**src/rtl/pinwheel_serial.sv**
```systemverilog
// ============================================================================
// Module  : pinwheel_serial
// Purpose : Memory-mapped serial peripheral with RX/TX byte FIFOs on the core bus.
// Revision: 1.0 - initial release
// ============================================================================
`default_nettype none

module pinwheel_serial #(
    parameter int DEPTH = 16
) (
    input  logic        clock,
    input  logic        reset_in,
    input  logic        bus_cs,
    input  logic [31:0] bus_addr,
    input  logic        bus_rden,
    input  logic        bus_wren,
    input  logic [31:0] bus_wdata,
    input  logic [3:0]  bus_wmask,
    output logic [31:0] bus_rdata,
    input  logic        serial_in_valid,
    input  logic [7:0]  serial_in_data,
    output logic        serial_out_valid,
    output logic [7:0]  serial_out_data,
    input  logic        serial_out_ready
);

    localparam int AW = $clog2(DEPTH);
    localparam int CW = AW + 1;
    localparam logic [CW-1:0] C_FULL = CW'(DEPTH);
    localparam logic [1:0] C_REG_DATA   = 2'd0;
    localparam logic [1:0] C_REG_STATUS = 2'd1;

    logic [7:0]    r_rx_mem [DEPTH];
    logic [7:0]    r_tx_mem [DEPTH];
    logic [AW-1:0] r_rx_wptr, r_rx_rptr, r_tx_wptr, r_tx_rptr;
    logic [CW-1:0] r_rx_count, r_tx_count;
    logic          r_rx_ovf, r_tx_ovf;
    logic [31:0]   r_rdata;

    logic          w_rd, w_wr, w_sel_data, w_sel_status;
    logic          w_rx_nonempty, w_rx_full, w_tx_nonempty, w_tx_full;
    logic          w_rx_push, w_rx_pop, w_rx_ovf_set;
    logic          w_tx_req, w_tx_push, w_tx_pop, w_tx_ovf_set;
    logic          w_w1c, w_clr_rx, w_clr_tx;
    logic [31:0]   w_status, w_rd_mux;
    logic          w_unused_bits;

    assign w_rd         = bus_cs & bus_rden;
    assign w_wr         = bus_cs & bus_wren;
    assign w_sel_data   = (bus_addr[3:2] == C_REG_DATA);
    assign w_sel_status = (bus_addr[3:2] == C_REG_STATUS);

    // Full/empty come from the pre-edge counts, so a same-cycle pop never rescues a push.
    assign w_rx_nonempty = (r_rx_count != '0);
    assign w_rx_full     = (r_rx_count == C_FULL);
    assign w_tx_nonempty = (r_tx_count != '0);
    assign w_tx_full     = (r_tx_count == C_FULL);

    assign w_rx_push    = serial_in_valid & ~w_rx_full;
    assign w_rx_ovf_set = serial_in_valid &  w_rx_full;
    assign w_rx_pop     = w_rd & w_sel_data & w_rx_nonempty;

    assign w_tx_req     = w_wr & w_sel_data & bus_wmask[0];
    assign w_tx_push    = w_tx_req & ~w_tx_full;
    assign w_tx_ovf_set = w_tx_req &  w_tx_full;
    assign w_tx_pop     = w_tx_nonempty & serial_out_ready;

    assign w_w1c    = w_wr & w_sel_status & bus_wmask[0];
    assign w_clr_rx = w_w1c & bus_wdata[2];
    assign w_clr_tx = w_w1c & bus_wdata[3];

    always_comb begin
        w_status            = '0;
        w_status[0]         = w_rx_nonempty;
        w_status[1]         = w_tx_full;
        w_status[2]         = r_rx_ovf;
        w_status[3]         = r_tx_ovf;
        w_status[8 +: CW]   = r_rx_count;
        w_status[16 +: CW]  = w_status[16 +: CW] | r_tx_count;
    end

    always_comb begin
        w_rd_mux = '0;
        case (bus_addr[3:2])
            C_REG_DATA:   w_rd_mux = w_rx_nonempty ? {1'b1, 23'b0, r_rx_mem[r_rx_rptr]} : 32'h0;
            C_REG_STATUS: w_rd_mux = w_status;
            default:      w_rd_mux = '0;
        endcase
    end

    // FIFO storage carries no reset; pointers and counts define validity.
    always_ff @(posedge clock) begin
        if (w_rx_push) r_rx_mem[r_rx_wptr] <= serial_in_data;
        if (w_tx_push) r_tx_mem[r_tx_wptr] <= bus_wdata[7:0];
    end

    always_ff @(posedge clock or posedge reset_in) begin
        if (reset_in) begin
            r_rx_wptr  <= '0;
            r_rx_rptr  <= '0;
            r_rx_count <= '0;
            r_tx_wptr  <= '0;
            r_tx_rptr  <= '0;
            r_tx_count <= '0;
            r_rx_ovf   <= 1'b0;
            r_tx_ovf   <= 1'b0;
            r_rdata    <= '0;
        end else begin
            if (w_rx_push) r_rx_wptr <= r_rx_wptr + AW'(1);
            if (w_rx_pop)  r_rx_rptr <= r_rx_rptr + AW'(1);
            if (w_tx_push) r_tx_wptr <= r_tx_wptr + AW'(1);
            if (w_tx_pop)  r_tx_rptr <= r_tx_rptr + AW'(1);

            case ({w_rx_push, w_rx_pop})
                2'b10:   r_rx_count <= r_rx_count + CW'(1);
                2'b01:   r_rx_count <= r_rx_count - CW'(1);
                default: r_rx_count <= r_rx_count;
            endcase
            case ({w_tx_push, w_tx_pop})
                2'b10:   r_tx_count <= r_tx_count + CW'(1);
                2'b01:   r_tx_count <= r_tx_count - CW'(1);
                default: r_tx_count <= r_tx_count;
            endcase

            r_rx_ovf <= w_rx_ovf_set | (r_rx_ovf & ~w_clr_rx);
            r_tx_ovf <= w_tx_ovf_set | (r_tx_ovf & ~w_clr_tx);

            if (w_rd) r_rdata <= w_rd_mux;
        end
    end

    assign bus_rdata        = r_rdata;
    assign serial_out_valid = w_tx_nonempty;
    assign serial_out_data  = w_tx_nonempty ? r_tx_mem[r_tx_rptr] : 8'h00;

    assign w_unused_bits = &{1'b0, bus_addr[31:4], bus_addr[1:0], bus_wdata[31:8], bus_wmask[3:1]};

endmodule

`default_nettype wire

```
**config.mk**
```make
export PLATFORM = sky130hd
export DESIGN_NAME = pinwheel_serial
export DESIGN_NICKNAME = d
export VERILOG_FILES = /design/src/rtl/pinwheel_serial.sv
export SDC_FILE = /design/constraint.sdc
export NUM_CORES = 1
export LEC_CHECK = 0
export BUFFER_PORTS_ARGS = -buffer_cell sky130_fd_sc_hd__buf_4
export CAP_MARGIN = 20
export CORE_MARGIN = 1
export CORE_UTILIZATION = 50
export DETAILED_ROUTE_END_ITERATION = 10
export PLACE_DENSITY_LB_ADDON = 0.08
export REMOVE_ABC_BUFFERS = 1
export SYNTH_ARGS = -nofsm -noshare
export SYNTH_HDL_FRONTEND = slang
export SYNTH_SLANG_ARGS = --single-unit
```
**constraint.sdc**
```tcl
create_clock -name clock -period 5.8 [get_ports clock]
set_input_delay 1.45 -clock clock [delete_from_list [all_inputs] [get_ports clock]]
set_output_delay 1.45 -clock clock [all_outputs]
set_load 0.005 [all_outputs]
```
==> flow_metrics.tcl <==
set metrics [dict create \
    rsz0062_at_grt "no" \
    final_cells 1060 \
    leakage_uw 0.00485 \
    tightestPinTransition_ps 1100 \
    cpMaxStageDelayCell "dfrtp_2" \
    initial_core_util_pct 51.7 \
    path_clk_slew_ps 60 \
    grt_max_degree 48 \
    power.switching_uw 1780 \
    cpPeakStageDelay_ps 930 \
    postCtsSetupRepairBufs 0 \
    fin_ws_ps 1410 \
    endpoint_kind "output pin" \
    die-area_um2 25200 \
    p_per_area_nw_per_um2 451 \
    ys_seq_area_share_pct 72.2 \
    final_antenna_net_count 0 \
    cts_tree "done" \
    max_freq_mhz 228 \
    gr-total-overflow 0 \
    cts_root_buffer "clkbuf_16" \
    gp_routability_congestion 0.789 \
    period_minus_slack_ps 4390 \
    grt_pass1_vias 6117 \
    nets 819 \
    pwr-share-comb_pct 24.2 \
    cts_max_level 1 \
    via_per_inst 5.63 \
    avgSynthCellArea_um2 18.7 \
    place_ws_ps 1770 \
    fin_skew_ps 8.81 \
    syn_inst 657 \
    whs_path_depth 2 \
    track_usage_pct 19.9 \
    drive_gt1_share_pct 25.1 \
    path_cells "buf_4 -> mux4_2 -> mux2i_1 -> o22ai_1 -> buf_4" \
    reg2reg_slack_ps 2770 \
    ctsLongestPathBuffers 3 \
    finalHoldViolCount 0 \
    max_slew_margin_pct 26.3 \
    finalCritPeriodShare_pct 75.7 \
    diodes 0 \
    drc 0 \
    cts_sinks 303 \
    ir_drop_mv 0.253 \
    synthDistinctLibCells 50 \
    post_cts_resized 0 \
    vias 5963 \
    wl_per_cell_um 22.3 \
    worst-path-max-fanout 26 \
    die_w_um 159 \
    ys.flop_type "edfxtp_1" \
    coreArea_um2 23800 \
    dp_hpwl_mm 15.0 \
    cts_buffers 30 \
    final_util_pct 58.8 \
    numPortBuffers 53 \
    cap_viol_max_count 0 \
    routed_wl_mm 23.6 \
    rows 56 \
    hold_path_class "reg -> reg" \
    io_pins 124 \
    grt_pass1_wl_mm 36.2 \
    worstPathRequired_ps 4350 \
    setup_violations 0 \
    r2r.worst_path.cells 10 \
    synth_edf_count 256 \
    clock_power_share_pct 29.9 \
    layout-area-overhead-vs-synth_pct 13.7 \
    total_power_uw 6290 \
    dr.first_iter.drc_count 486 \
    die_h_um 159 \
    hold_buffers 0 \
    crit_arrival_ps 2940 \
    async_flop_share_pct 15.5 \
    status "finished, final reports clean" \
    crit_top_cell "buf_4" \
    slew_violations 0 \
    dp_cells 1004 \
    p_int_uw 4500 \
    critPathKind "reg -> out" \
    yosys_warnings 0 \
    clkLatencyLatePin_ps 540 \
    fin_tns_setup_ps 0 \
    dr.pass1.iters 5 \
    switching_share_pct 28.4 \
    antenna_found_initial 0 \
    mappedNetlistArea_um2 12300 \
    critPathLaunchType "flip-flop" \
    seq_power_share_pct 45.9 \
    ys_ff_latch 303 \
]
==> path summary, 6_finish.rpt <==
path / start / end
min in group asynchronous: reset_in / bus_rdata[19]
min: bus_rdata[31] / bus_rdata[31]
min reg2reg: bus_rdata[31] / bus_rdata[31]
max in group asynchronous: reset_in / r_rx_rptr[1]
max: r_tx_rptr[0] / serial_out_data[2]
max reg2reg: r_tx_count[2] / r_tx_count[4]
==> cell usage in the layout, fill, tap and decap left out, types with 5 or more instances in the layout <==
master and count:
a22o_1 10, buf_4 62, clkbuf_1 10, clkbuf_16 31, conb_1 13, dfrtp_1 45
edfxtp_1 256, ha_1 17, inv_1 11, mux2_2 6, mux2i_1 33, mux4_2 61
nand2_1 29, nand2b_1 5, nor2_1 29, nor3_2 6, o21ai_0 8, o22ai_1 9
xnor2_1 16, xor2_1 6
==> power by group through the flow <==
stage	clock network [uW]	logic [uW]	registers [uW]
floorplan	0	973	2940
detailed placement	0	1550	2940
CTS	1910	1550	2900
finish	1880	1520	2890
global placement	0	1510	2920
global route	1990	1670	2930
==> stage by stage <==
stage | hold slack, ps | cell area [um^2]
final | 482 | 14000
after global routing | 525 | 14000
after CTS | 483 | 13900
after detailed placement | 468 | 13000
after global placement | 471 | 13000
after floorplan | 467 | 12100
==> routing by layer <==
layer  wire (um)  track usage (%)  vias up
li1            -                -     2716
met1        9820             25.6     3090
met2       12600             36.0      130
met3         799             2.48       27
met4         394             4.40        0
met5           0                0        -
==> registers in the layout (all words and copies together) (netlist names) <==
signal	cells
r_tx_mem	128
r_tx_rptr	4
r_rx_rptr	4
r_rx_mem	128
r_tx_wptr	4
bus_rdata	19
r_rx_wptr	4
r_rx_ovf	1
r_tx_ovf	1
r_rx_count	5
r_tx_count	5
==> cell families (layout without fill, tap and decap cells) <==
| group | Yosys count | in the layout | synth area share (%) |
|---|---|---|---|
| flops | 303 | 303 | 72.2 |
| mux | 100 | 100 | 14.4 |
| simple gates | 95 | 95 | 3.78 |
| compound gates | 59 | 59 | 3.67 |
| buf+inv | 59 | 131 | 2.40 |
| xor+xnor | 22 | 22 | 1.57 |
| fa+ha+maj | 18 | 18 | 1.90 |
| other cells | 1 | 13 | 0.0306 |
==> final cells by class <==
| cell class | instances | area, um^2 |
|---|---|---|
| Inverter | 13 | 48.8 |
| Timing Repair Buffer | 63 | 485 |
| Tap cell | 319 | 399 |
| Clock buffer | 45 | 868 |
| Clock inverter | 10 | 100 |
| Sequential cell | 303 | 8870 |
| Fill cell | 1750 | 9790 |
| Multi-Input combinational cell | 307 | 3190 |
==> cell usage after synthesis (2+ instances only) <==
library cell,instances,area [um^2]
mux2_2,6,67.6
buf_2,13,65.1
mux4_2,61,1370
nor3_1,8,40.0
o21ai_0,8,40.0
edfxtp_1,256,7690
buf_1,6,22.5
a21oi_1,4,20.0
a21o_1,3,22.5
nor2b_1,3,18.8
ha_1,17,213
a21boi_1,2,15.0
a31oi_1,4,25.0
nand4_1,4,25.0
buf_4,15,113
mux2i_1,33,330
xor2_1,6,52.6
nand3_1,4,20.0
a32o_1,2,20.0
nor2_1,29,109
xnor2_1,16,140
a22o_1,10,87.6
nand2b_1,5,31.3
a22oi_1,3,22.5
nor4_2,2,25.0
nor4b_1,2,17.5
a32oi_1,3,26.3
dfrtp_1,47,1180
nand2_1,29,109
clkbuf_1,12,45.0
o211ai_1,2,15.0
inv_1,12,45.0
o221ai_1,4,35.0
nor4_1,2,12.5
o22ai_1,9,56.3
==> critical path: cells and delay by family, from the launching register on <==
kind	cells	cell delay [ps]
DFF	1	930
muxes	2	770
buffers and inverters	2	550
AOI/OAI and AO/OA	1	150
Power figures use the tool's default switching activity.
